## src/rtl/secuenciador_registros_vga_if.sv

```systemverilog
// Read, edit and write-path signals of the VGA register sequencer.
// Latency: none, wires only.
// Backpressure: rd_req/rd_ack and edit_req/edit_ack are level request, pulse grant.
interface secuenciador_registros_vga_if;
  logic       inicio;
  logic       rd_req;
  logic [7:0] rd_dir;
  logic       rd_ack;
  logic [7:0] rd_dato;
  logic       edit_req;
  logic [7:0] edit_dir;
  logic [7:0] edit_dato;
  logic       edit_ack;
  logic [7:0] wr_dir;
  logic [7:0] wr_dato;
  logic       wr_en;
  logic       ocupado;
  logic       listo;
  logic       error;

  // Sequencer side
  modport master (
    input  inicio, rd_ack, rd_dato, edit_req, edit_dir, edit_dato,
    output rd_req, rd_dir, edit_ack, wr_dir, wr_dato, wr_en, ocupado, listo, error
  );

  // Data source / user / register bank side
  modport slave (
    output inicio, rd_ack, rd_dato, edit_req, edit_dir, edit_dato,
    input  rd_req, rd_dir, edit_ack, wr_dir, wr_dato, wr_en, ocupado, listo, error
  );
endinterface

```

## src/rtl/secuenciador_registros_vga.sv

```systemverilog
// Refreshes N_REG display registers from a req/ack source and merges user edits on one write path.
// Latency: 3 cycles per slot with immediate ack, +1 per edit, +1 DONE cycle; outputs registered.
// Backpressure: waits up to TIMEOUT cycles per slot for rd_ack; edits held off until between slots.
module secuenciador_registros_vga #(
  parameter int N_REG   = 9,
  parameter int TIMEOUT = 255
) (
  input logic                          clk,
  input logic                          reset,
  secuenciador_registros_vga_if.master bus
);

  typedef enum logic [2:0] {IDLE, REQ, WRITE, NEXT, EDIT, DONE} estado_t;

  localparam logic [7:0] N_B = 8'(N_REG);
  localparam logic [7:0] ULT = 8'(N_REG - 1);
  localparam logic [7:0] TO  = 8'(TIMEOUT);

  estado_t    est, est_nxt;
  logic [7:0] slot, slot_nxt;
  logic [7:0] cnt, cnt_nxt;
  logic       pend, pend_nxt;
  logic       desde_next, desde_next_nxt;  // edit origin: 1 = NEXT, 0 = IDLE
  logic       err_nxt;
  logic [7:0] dato_leido;
  logic       esc_lect;
  logic       esc_edit;

  // Next-state and next-value decode; outputs are registered from these values
  always_comb begin
    est_nxt        = est;
    slot_nxt       = slot;
    cnt_nxt        = cnt;
    pend_nxt       = pend;
    desde_next_nxt = desde_next;
    err_nxt        = bus.error;
    dato_leido     = 8'h00;
    esc_lect       = 1'b0;
    case (est)
      IDLE: begin
        if (bus.edit_req) begin
          est_nxt        = EDIT;
          desde_next_nxt = 1'b0;
          if (bus.inicio) pend_nxt = 1'b1;
        end else if (bus.inicio || pend) begin
          est_nxt  = REQ;
          slot_nxt = 8'h00;
          cnt_nxt  = 8'h00;
          pend_nxt = 1'b0;
          err_nxt  = 1'b0;
        end
      end
      REQ: begin
        if (cnt != TO) cnt_nxt = cnt + 8'd1;
        if (bus.rd_ack) begin
          est_nxt    = WRITE;
          dato_leido = bus.rd_dato;
          esc_lect   = 1'b1;
        end else if (cnt == TO - 8'd1) begin
          // Silent source: write a zero so the slot still gets refreshed
          est_nxt    = WRITE;
          dato_leido = 8'h00;
          esc_lect   = 1'b1;
          err_nxt    = 1'b1;
        end
      end
      WRITE: est_nxt = NEXT;
      NEXT: begin
        if (bus.edit_req) begin
          est_nxt        = EDIT;
          desde_next_nxt = 1'b1;
        end else if (slot == ULT) begin
          est_nxt = DONE;
        end else begin
          est_nxt  = REQ;
          slot_nxt = slot + 8'd1;
          cnt_nxt  = 8'h00;
        end
      end
      EDIT:    est_nxt = desde_next ? NEXT : IDLE;
      DONE:    est_nxt = IDLE;
      default: est_nxt = IDLE;
    endcase
  end

  assign esc_edit = (est_nxt == EDIT) && (bus.edit_dir < N_B);

  // Control state: FSM, slot, timeout counter, pending pass, edit origin
  always_ff @(posedge clk or negedge reset) begin
    if (!reset) begin
      est        <= IDLE;
      slot       <= 8'h00;
      cnt        <= 8'h00;
      pend       <= 1'b0;
      desde_next <= 1'b0;
    end else begin
      est        <= est_nxt;
      slot       <= slot_nxt;
      cnt        <= cnt_nxt;
      pend       <= pend_nxt;
      desde_next <= desde_next_nxt;
    end
  end

  // Registered outputs, aligned with the state they describe
  always_ff @(posedge clk or negedge reset) begin
    if (!reset) begin
      bus.rd_req   <= 1'b0;
      bus.rd_dir   <= 8'h00;
      bus.edit_ack <= 1'b0;
      bus.wr_en    <= 1'b0;
      bus.wr_dir   <= 8'h00;
      bus.wr_dato  <= 8'h00;
      bus.ocupado  <= 1'b0;
      bus.listo    <= 1'b0;
      bus.error    <= 1'b0;
    end else begin
      bus.rd_req   <= (est_nxt == REQ);
      if (est_nxt == REQ) bus.rd_dir <= slot_nxt;
      bus.edit_ack <= (est_nxt == EDIT);
      bus.wr_en    <= esc_lect || esc_edit;
      if (esc_lect) begin
        bus.wr_dir  <= slot;
        bus.wr_dato <= dato_leido;
      end else if (esc_edit) begin
        bus.wr_dir  <= bus.edit_dir;
        bus.wr_dato <= bus.edit_dato;
      end
      // An edit served straight from IDLE does not count as a busy pass
      bus.ocupado  <= (est_nxt != IDLE) && !((est_nxt == EDIT) && !desde_next_nxt);
      bus.listo    <= (est_nxt == DONE);
      bus.error    <= err_nxt;
    end
  end

endmodule
```

## src/flat_wrapper.sv

```systemverilog
// flat-port wrapper written by rule: the top's interface ports become plain ports
module secuenciador_registros_vga_flat 
#(
  parameter int N_REG   = 9,
  parameter int TIMEOUT = 255
)
  (clk, reset, bus_inicio, bus_rd_ack, bus_rd_dato, bus_edit_req, bus_edit_dir, bus_edit_dato, bus_rd_req, bus_rd_dir, bus_edit_ack, bus_wr_dir, bus_wr_dato, bus_wr_en, bus_ocupado, bus_listo, bus_error);
  secuenciador_registros_vga_if bus_i ();
  input logic clk;
  input logic reset;
  input wire logic [$bits(bus_i.inicio)-1:0] bus_inicio;
  input wire logic [$bits(bus_i.rd_ack)-1:0] bus_rd_ack;
  input wire logic [$bits(bus_i.rd_dato)-1:0] bus_rd_dato;
  input wire logic [$bits(bus_i.edit_req)-1:0] bus_edit_req;
  input wire logic [$bits(bus_i.edit_dir)-1:0] bus_edit_dir;
  input wire logic [$bits(bus_i.edit_dato)-1:0] bus_edit_dato;
  output wire logic [$bits(bus_i.rd_req)-1:0] bus_rd_req;
  output wire logic [$bits(bus_i.rd_dir)-1:0] bus_rd_dir;
  output wire logic [$bits(bus_i.edit_ack)-1:0] bus_edit_ack;
  output wire logic [$bits(bus_i.wr_dir)-1:0] bus_wr_dir;
  output wire logic [$bits(bus_i.wr_dato)-1:0] bus_wr_dato;
  output wire logic [$bits(bus_i.wr_en)-1:0] bus_wr_en;
  output wire logic [$bits(bus_i.ocupado)-1:0] bus_ocupado;
  output wire logic [$bits(bus_i.listo)-1:0] bus_listo;
  output wire logic [$bits(bus_i.error)-1:0] bus_error;
  assign bus_i.inicio = bus_inicio;
  assign bus_i.rd_ack = bus_rd_ack;
  assign bus_i.rd_dato = bus_rd_dato;
  assign bus_i.edit_req = bus_edit_req;
  assign bus_i.edit_dir = bus_edit_dir;
  assign bus_i.edit_dato = bus_edit_dato;
  assign bus_rd_req = bus_i.rd_req;
  assign bus_rd_dir = bus_i.rd_dir;
  assign bus_edit_ack = bus_i.edit_ack;
  assign bus_wr_dir = bus_i.wr_dir;
  assign bus_wr_dato = bus_i.wr_dato;
  assign bus_wr_en = bus_i.wr_en;
  assign bus_ocupado = bus_i.ocupado;
  assign bus_listo = bus_i.listo;
  assign bus_error = bus_i.error;
  secuenciador_registros_vga #(.N_REG(N_REG), .TIMEOUT(TIMEOUT)) u_core (.clk(clk), .reset(reset), .bus(bus_i));
endmodule
```

## config.mk

```make
export PLATFORM = sky130hd
export DESIGN_NAME = secuenciador_registros_vga_flat
export DESIGN_NICKNAME = d
export VERILOG_FILES = /design/src/rtl/secuenciador_registros_vga_if.sv /design/src/rtl/secuenciador_registros_vga.sv /design/src/flat_wrapper.sv
export SDC_FILE = /design/constraint.sdc
export NUM_CORES = 1
export LEC_CHECK = 0
export BUFFER_PORTS_ARGS = -buffer_cell sky130_fd_sc_hd__clkbuf_2
export CORE_ASPECT_RATIO = 1.2
export CORE_MARGIN = 2
export CORE_UTILIZATION = 58
export DETAILED_ROUTE_END_ITERATION = 12
export PLACE_DENSITY = 0.85
export SLEW_MARGIN = 0
export SYNTH_ARGS = -nofsm -noshare
export SYNTH_HDL_FRONTEND = slang
export SYNTH_SLANG_ARGS = --single-unit
```

## constraint.sdc

```tcl
create_clock -name clk -period 3.5 [get_ports clk]
set_input_delay 0.7 -clock clk [delete_from_list [all_inputs] [get_ports clk]]
set_output_delay 0.7 -clock clk [all_outputs]
set_load 0.01 [all_outputs]
```

==> results by group <==
Yosys
  • Largest family of logic cells by synthesized area: compound AO/OA/AOI/OAI gates
  • YS warnings: 0
  • Post-synth EDFFs: 0
  • Synth Register Bits: 51
  • Post-synthesis sequential area ratio: a little under 50%
  • Avg Cell Area, Syn: ~11 um2
  • Ys flop type: dfrtp_1
  • Net Count, Synth: between 200 and 300
  • Ys async rst share: 100%
  • Synthesized area: ~0.0026 mm2
  • Synthesized instance count: approximately 230
  • Adder-cell share of the synthesized area: 1.93%
  • Yosys cell types: 53
  • XOR/XNOR Fraction of Synth Area: 0%
  • Compound-Gate Fraction of Synth Area: a little under a fifth
  • Simple-gate area share of the yosys netlist: approximately 15%
  • Proportion of synthesized area in mux cells: a little under an eighth

Job
  • Max Cap Viol: 0

Setup path
  • Setup Crit Path Kind: in2reg
  • Worst r2r src: u_core.cnt[0]
  • CP arrival: around 2500 ps
  • Worst Setup Start Kind: input pin
  • Largest delay share family, worst path: compound AO/OA/AOI/OAI gates
  • CP max stage delay: between 500 and 600 ps
  • CP required: between 3000 and 4000 ps
  • Crit Path Max Fanout: 17
  • CP endpoint: u_core.bus.wr_dato[4]
  • Crit path depth: 6
  • Crit end category: flop
  • Critical path's slowest cell: a41oi_4
  • CP startpoint: bus_edit_req
  • FF-to-FF path depth: 6
  • CP cell instances: clkbuf_2 -> o21ba_2 -> a21oi_1 -> o21a_1 -> a41oi_4 -> mux2_2
  • Worst path bufs/invs: 1
  • Terminus of the critical flop-to-flop path: u_core.bus.wr_dato[4]
  • Register-to-register setup slack: 1240 ps

Placed design
  • Dpl hpwl: slightly below 4000 um
  • Placer Congestion: roughly 0.87
  • Post-place setup slack: 910 ps
  • Count of input and output buffers: 58

Cells and area
  • Share of cells above drive strength 1: 36.3%
  • Area growth from synthesis to layout: 16.5%
  • Final core occ: 70.8%
  • Nets: between 300 and 400
  • Most common cell after layout, fill and taps aside: clkbuf_2
  • Filler instances: 333
  • Antenna diodes: 0
  • Most frequent cells in the layout: 58 x clkbuf_2, 51 x dfrtp_1, 24 x nand2_1

Routing
  • First-pass DRT Iterations: 4
  • Wirelength per Cell: 15.7 um
  • Post-Route WL: between 5000 and 6000 um
  • DRC: 0
  • DRT iter0 DRCs: 130
  • Vias/cell: 5.84
  • Post-route antenna net violation count: 0
  • Vias post-DR: roughly 2000

CTS
  • Number of buffers created by CTS: 5
  • Clk root buf: clkbuf_8
  • Cts-stage hold buffer count: 0
  • Post-CTS Repair Setup Buffers: 0
  • Max clock buf depth: 2
  • CTS sink count: between 50 and 60
  • CTS H-tree lvls: 2
  • Resized Gates After CTS: 0
  • Worst-Skew Late Latency: roughly 310 ps
  • CTS tree: done
  • Clock transition at path regs: 90 ps

Power
  • Static Leak: around 1.5 nW
  • Total power draw: approximately 0.0021 W
  • Pwr/cell area: ~700 mW/mm2
  • Worst VDD drop: about 0.38 mV

STA
  • Slew Limit Headroom: between 40% and 50%
  • Unrepaired setup endpoints after global routing: false
  • Final period util: about two thirds
  • Actual slew at the worst max-slew pin: 788 ps
  • Clock skew: roughly 4.9 ps
  • Post-route setup TNS: 0 ps
  • Max Fclk: ~440 MHz
  • Minimum clock period: roughly 2300 ps
  • Final Max Slew Viols: 0
  • Number of setup violations in the final report: 0
  • Setup ws final: 1230 ps
  • Hold violation count in the final report: 0

Floorplan
  • Io pins: between 50 and 60
  • DIE AREA: 0.00501 mm2
  • Core Region: between 0.004 and 0.005 mm2
  • Site Rows: 26
  • Die X: approximately 65 um
  • Initial Util: a little over 60%
  • Die height: around 77 um

Status
  • Status: finished clean

Global route
  • Pin count of the biggest net entering global routing: 33
  • GRT Overall Usage: 23.1%
  • Overflow after GRT: 0
  • Vias in the first global route: ~2000
  • Antenna violations before repair: 0
  • First-pass GRT wire length: 8930 um

Worst hold path
  • Worst hold path type: in2async
[where the power goes]
part           leakage (nW)  internal [W]  switching, W
clock network        0.0581      0.000213      0.000199
registers             0.674      0.000743      0.000147
logic                 0.795      0.000374      0.000433
[cells by family after synthesis]
| family | after synthesis |
|---|---|
| multiplexers | 25 |
| buffers and inverters | 17 |
| adder cells (fa/ha/maj) | 4 |
| flip-flops | 51 |
| AND/OR/NAND/NOR | 67 |
| AO/OA/AOI/OAI | 62 |
[worst min-delay path by stage]
stage / startpoint / end / slack (ps) / cells past startpoint
global route: reset / u_core.cnt[2] / 520 / 1
global placement: u_core.bus.error / u_core.bus.error / 470 / 2
detailed placement: u_core.bus.rd_dir[0] / u_core.bus.rd_dir[0] / 480 / 1
CTS: reset / u_core.cnt[4] / 490 / 1
floorplan: reset / u_core.bus.edit_ack / 400 / 0
finish: reset / u_core.cnt[4] / 450 / 1
[layout make-up]
class | count | area (um2) | share of cell area, %
Timing Repair Buffer | 59 | 298 | 9.88
Inverter | 8 | 30.0 | 0.996
Sequential cell | 51 | 1280 | 42.3
Tap cell | 56 | 70.1 | 2.32
Multi-Input combinational cell | 158 | 1230 | 40.7
Clock buffer | 5 | 68.8 | 2.28
Clock inverter | 3 | 43.8 | 1.45
[metal layers]
layer / part of all wire [%] / vias to the layer above / GRT usage (%)
li1: - / 953 / -
met1: 44 / 956 / 29.0
met2: 49 / 65 / 37.3
met3: 4.8 / 12 / 4.84
met4: 2.8 / 0 / 11.5
met5: 0 / - / 0
[registers in the layout (all words and copies together) (netlist names)]
signal,cells
u_core.bus.rd_dir,8
u_core.bus.listo,1
u_core.bus.edit_ack,1
u_core.desde_next,1
u_core.est,3
u_core.bus.wr_en,1
u_core.bus.rd_req,1
u_core.bus.wr_dato,8
u_core.cnt,8
u_core.slot,8
u_core.pend,1
u_core.bus.wr_dir,8
u_core.bus.ocupado,1
u_core.bus.error,1
[synthesized netlist by cell type, types with 2 or more instances]
library cell | number | area share (%)
a21o_1 | 2 | 0.58
a21oi_1 | 13 | 2.5
a22o_1 | 13 | 4.4
a31oi_1 | 3 | 0.73
and3_1 | 2 | 0.48
buf_2 | 6 | 1.2
dfrtp_1 | 51 | 49
ha_1 | 4 | 1.9
inv_1 | 8 | 1.2
mux2_1 | 2 | 0.87
mux2_2 | 18 | 7.8
mux2_4 | 5 | 2.9
nand2_1 | 24 | 3.5
nand2b_1 | 2 | 0.48
nand3_1 | 4 | 0.77
nand4_1 | 3 | 0.73
nand4b_1 | 2 | 0.68
nor2_1 | 8 | 1.2
nor4_1 | 3 | 0.73
o211ai_1 | 2 | 0.58
o21a_1 | 2 | 0.58
o21ai_0 | 9 | 1.7
o31ai_1 | 6 | 1.7
or2_1 | 2 | 0.48
or3_1 | 2 | 0.48
or4_1 | 3 | 0.87
[stage by stage]
stage / hold slack [ps] / cell area (um2) / std cells
final: 455 / 3020 / 340
after global routing: 523 / 3020 / 340
after CTS: 486 / 3020 / 340
after detailed placement: 481 / 2900 / 332
after global placement: 472 / 2900 / 332
after floorplan: 404 / 2590 / 226
No activity file was read; power rests on OpenSTA's default activity.
